[src/rtl/led_pkg.sv]
// Shared defaults and types for the LED fade output stage.
package led_pkg;
    localparam int N_LED    = 6;
    localparam int PWM_BITS = 8;

    typedef logic [PWM_BITS-1:0] level_t;

    localparam level_t LEVEL_MAX = '1;
endpackage

[src/rtl/led_fade_chan.sv]
// One LED channel: saturating level ramp toward a target, PWM compare, registered active-low pin.
module led_fade_chan #(
    parameter int PWM_BITS = led_pkg::PWM_BITS,
    parameter int STEP     = 1
) (
    input  logic                clk,
    input  logic                rst,
    input  logic                fade_tick,
    input  logic [PWM_BITS-1:0] pwm_cnt,
    input  logic [PWM_BITS-1:0] target,
    output logic                led
);
    localparam logic [PWM_BITS:0]   STEP_W  = (PWM_BITS + 1)'(STEP);
    localparam logic [PWM_BITS-1:0] LVL_MAX = '1;

    logic [PWM_BITS-1:0] level_q, level_d;
    logic                led_q, led_d;
    logic [PWM_BITS:0]   wide, tgt_w, up, dn;
    logic                lit;

    // One extra bit: a set MSB on dn means the step went below zero.
    always_comb begin
        wide    = {1'b0, level_q};
        tgt_w   = {1'b0, target};
        up      = wide + STEP_W;
        dn      = wide - STEP_W;
        level_d = level_q;
        if (fade_tick) begin
            if (wide < tgt_w) begin
                level_d = (up > tgt_w) ? target : up[PWM_BITS-1:0];
            end else if (wide > tgt_w) begin
                level_d = (dn[PWM_BITS] || (dn < tgt_w)) ? target : dn[PWM_BITS-1:0];
            end
        end
    end

    always_comb begin
        lit   = (level_q == LVL_MAX) || (pwm_cnt < level_q);
        led_d = ~lit;
    end

    always_ff @(posedge clk or negedge rst) begin
        if (!rst) begin
            level_q <= '0;
            led_q   <= 1'b1;
        end else begin
            level_q <= level_d;
            led_q   <= led_d;
        end
    end

    assign led = led_q;
endmodule

[src/rtl/led_fade_driver.sv]
// Per-LED PWM fade driver: input register, fade-tick divider, shared PWM counter, N_LED channels.
module led_fade_driver #(
    parameter int N_LED    = led_pkg::N_LED,
    parameter int PWM_BITS = led_pkg::PWM_BITS,
    parameter int FADE_DIV = 26000,
    parameter int STEP     = 1
) (
    input  logic                clk,
    input  logic                rst,
    input  logic [N_LED-1:0]    led_in,
    input  logic [PWM_BITS-1:0] bright,
    output logic [N_LED-1:0]    led
);
    localparam int DIV_W = (FADE_DIV > 1) ? $clog2(FADE_DIV) : 1;

    logic [N_LED-1:0]    req_q, req_d;
    logic [PWM_BITS-1:0] bright_q, bright_d;
    logic [PWM_BITS-1:0] pwm_cnt_q, pwm_cnt_d;
    logic [DIV_W-1:0]    div_q, div_d;
    logic                fade_tick;
    logic [PWM_BITS-1:0] target [N_LED];

    always_comb begin
        req_d     = led_in;
        bright_d  = bright;
        pwm_cnt_d = pwm_cnt_q + PWM_BITS'(1);
        fade_tick = (div_q == DIV_W'(FADE_DIV - 1));
        div_d     = fade_tick ? '0 : div_q + DIV_W'(1);
    end

    always_ff @(posedge clk or negedge rst) begin
        if (!rst) begin
            req_q     <= '1;
            bright_q  <= '0;
            pwm_cnt_q <= '0;
            div_q     <= '0;
        end else begin
            req_q     <= req_d;
            bright_q  <= bright_d;
            pwm_cnt_q <= pwm_cnt_d;
            div_q     <= div_d;
        end
    end

    // Active-low request: a 0 bit asks for the global brightness.
    generate
        for (genvar gi = 0; gi < N_LED; gi++) begin : g_chan
            assign target[gi] = req_q[gi] ? '0 : bright_q;

            led_fade_chan #(
                .PWM_BITS (PWM_BITS),
                .STEP     (STEP)
            ) u_chan (
                .clk       (clk),
                .rst       (rst),
                .fade_tick (fade_tick),
                .pwm_cnt   (pwm_cnt_q),
                .target    (target[gi]),
                .led       (led[gi])
            );
        end
    endgenerate
endmodule

[config.mk]
export PLATFORM = sky130hd
export DESIGN_NAME = led_fade_driver
export DESIGN_NICKNAME = d
export VERILOG_FILES = /design/src/rtl/led_pkg.sv /design/src/rtl/led_fade_chan.sv /design/src/rtl/led_fade_driver.sv
export SDC_FILE = /design/constraint.sdc
export NUM_CORES = 1
export LEC_CHECK = 0
export CAP_MARGIN = 20
export CORE_MARGIN = 3
export CORE_UTILIZATION = 59
export DETAILED_ROUTE_END_ITERATION = 10
export PLACE_DENSITY = 0.81
export SLEW_MARGIN = 20
export SYNTH_ARGS = -nofsm -noshare
export SYNTH_HDL_FRONTEND = slang
export SYNTH_SLANG_ARGS = --single-unit
export TNS_END_PERCENT = 100
[constraint.sdc]
create_clock -name clk -period 3.25 [get_ports clk]
set_input_delay 0.4875 -clock clk [delete_from_list [all_inputs] [get_ports clk]]
set_output_delay 0.4875 -clock clk [all_outputs]
set_load 0.05 [all_outputs]
==> results of run 1 <==
-- cell families after synthesis --
kind of cell,share of synthesized area [%]
buffers and inverters,4.26
DFF,21.3
xor gates and xnor gates,6.92
adders and majority gates,22.6
AOI/OAI and AO/OA,21.7
and+or+nand+nor,22.1
muxes,1.13
-- routing by layer --
metal	track usage (%)	share of wire [%]	wire length, µm
met1	42.7	42	13400
met4	10.5	3.4	1080
met3	6.11	9.4	2990
met5	0	0	0
met2	51.5	45	14200
-- power by group through the flow --
stage	sequential (mW)	clock [mW]	combinational, mW
after floorplan	1.18	0	0.282
after global placement	1.19	0	0.434
after detailed placement	1.19	0	0.443
after CTS	1.17	1.17	0.446
after global routing	1.17	1.22	0.515
final	1.17	1.16	0.462
-- what timing repair did --
action                     4_1_cts  5_1_grt
setup endpoints to repair        0       31
hold buffers                     0        0
gates resized for setup          0       22
-- state kept, by name (all words and copies together), names as in the netlist --
| name | cells |
|---|---|
| g_chan.u_chan.level_q | 48 |
| pwm_cnt_q | 8 |
| bright_q | 8 |
| g_chan.u_chan.led | 6 |
| div_q | 15 |
| req_q | 6 |
-- worst max path at each step --
stage | end | slack [ns]
finish | g_chan[1].u_chan.level_q[3]$_DFFE_PN0P_ | 0.14
global route | g_chan[3].u_chan.level_q[6]$_DFFE_PN0P_ | -0.04
CTS | g_chan[3].u_chan.level_q[6]$_DFFE_PN0P_ | 0.11
global placement | g_chan[3].u_chan.level_q[6]$_DFFE_PN0P_ | 0.20
detailed placement | g_chan[0].u_chan.level_q[1]$_DFFE_PN0P_ | 0.15
floorplan | g_chan[4].u_chan.level_q[1]$_DFFE_PN0P_ | 0.05
-- area by class of cell --
cell class              count  area (µm²)  share of cell area (%)
clock buffers              12         246                    2.07
clock inverters             4        73.8                   0.620
inverters                  73         274                    2.30
multi-input cells        1097        8080                    67.9
flip-flops and latches     91        2300                    19.3
well taps                 225         282                    2.37
repair buffers             80         651                    5.47
-- worst max-delay path: stages, from the launching register on --
cell      delay [ns]
dfrtp_2         0.42
ha_1            0.21
nand3_2         0.14
nor2_2          0.20
xnor2_1         0.17
ha_1            0.29
a211oi_1        0.24
o21ai_0         0.15
o31a_1          0.33
buf_4           0.16
nor3_1          0.24
a21oi_1         0.09
a221o_1         0.35
-- cell usage in the layout, fill, tap and decap left out, types with 9 or more instances in the layout --
cell / n
nor2b_1: 19
xnor2_1: 62
o221ai_1: 20
a21oi_1: 82
ha_1: 194
a21boi_0: 19
nand2b_1: 55
a31oi_1: 13
nor3_1: 42
dfrtp_1: 75
o211ai_1: 15
nand3_1: 59
o21a_1: 11
nor4_1: 29
nor2_1: 74
clkbuf_16: 9
nand2_1: 101
nand4_1: 29
inv_1: 71
mux2i_1: 11
o31ai_1: 14
dfstp_2: 12
buf_4: 60
xor2_1: 21
o21ai_0: 75
a21o_1: 11
clkdlybuf4s50_1: 20
a211oi_1: 16
==> impl_metrics.toml, run 1 <==
[logic_synthesis]
seq_area_frac_synth_pct = 21.3
avgSynthCellArea_um2 = 8.27
synth_nets = 1511
synth_common_cells = "194 x ha_1, 101 x nand2_1, 82 x a21oi_1, 79 x dfrtp_1, 77 x nor2_1"
yosysMostFrequentCell = "ha_1"
synth_edf_count = 0
syn_inst = 1301
yosys_register_bits = 91
synth_top_area_share_pct = 22.6
async_flop_share_pct = 100
synthesis.area_um2 = 10800
ys_types = 70
synth_area_leader_cell = "ha_1"
ys_dominant_reg_cell = "dfrtp_1"
yosys-top-cells-area = "ha_1 23%, dfrtp_1 18%, xnor2_1 5.2%"
synth_warnings = 0

[pwr]
power_frac_comb_pct = 16.6
power.leakage_nw = 5.10
p_int_mw = 2.02
p_total_mw = 2.79
max-vdd-ir-drop_v = 0.000282
switching_power_mw = 0.767
sequentialPowerShare_pct = 41.9
pwr_density_cell_nw_per_um2 = 234
clkPwrFrac_pct = 41.6
swShare_pct = 27.5

[timing]
tightest_slew_ns = 0.892
period_share_pct = 95.8
fmax_mhz = 321
rsz0062_at_grt = "yes"
finalHoldViolCount = 0
tns_ns = 0
setup_ws_ns = 0.137
setup_violations = 0
finalClockSkew_ns = 0.0138
slew_headroom_pct = 40.0
slew_violations = 0
post-route-min-period_ns = 3.11
holdWs_ns = 0.125

[finish]
stdcell_count = 1582
finish.utilization_pct = 67.6
area_growth_pct = 10.7
drive_gt1_share_pct = 8.84
fin_nets = 1562
antenna-diode-count = 0
fillers = 1427
fin_area_um2 = 11900

[routing]
totalWireLength_um = 31700
dr.pass1.iters = 6
drcViolationCount = 0
vias_per_cell = 6.69
drtAntennaViolNets = 0
drtIter0Drc = 1144
vias = 10600
wl_per_cell_um = 20.0

[critical_path]
critPathKind = "register to register"
crit_required_ns = 3.48
ff2ff_setup_slack_ns = 0.14
start_kind = "register"
r2r_start = "g_chan[1].u_chan.level_q[1]$_DFFE_PN0P_"
end_kind = "register"
worstPathArrival_ns = 3.34
rr_worst_depth = 12
r2r_end = "g_chan[1].u_chan.level_q[3]$_DFFE_PN0P_"
timing.critical_path.from = "g_chan[1].u_chan.level_q[1]$_DFFE_PN0P_"
path_max_fanout = 6

[clock_tree]
cts_made_buffers = 9
cts_buffer_depth = 2
clk_latency_ns = 0.36
clk_pin_slew_ns = 0.07
cts.sinks = 91
h-tree-depth = 3
postCtsSetupRepairBufs = 0
cts_root_buffer = "clkbuf_16"
cts_tree = "done"

[die]
dieHeight_um = 141
start_util_pct = 61.1
fp.dieW_um = 141
rows = 48
coreArea_um2 = 17600
io_pins = 22
dieArea_um2 = 19900

[placed_design]
port_buffers = 21
place_hpwl_um = 24400
dpl_worst_slack_ns = 0.149
dpl_cell_area_um2 = 11500
gp_congestion = 1.03
dp_cells = 1566

[worst_hold_path]
hp-class = "primary input to async pin"

[grt]
gr-total-overflow = 0
grt_usage_pct = 31.7
grt_max_degree = 43
antenna_found_initial = 0
grt_pass1_vias = 10100
grt_pass1_wl_um = 51600

[job]
drv_cap = 0

[run_status]
outcome = "finished, final reports clean"
Note: power is estimated with default switching activity, not from simulation.
==> inputs of run 2 (changes only) <==
Settings changed: TNS_END_PERCENT 100 to unset.
==> results of run 2 <==
Final layout, timing and power as in run 1 (identical DEF).
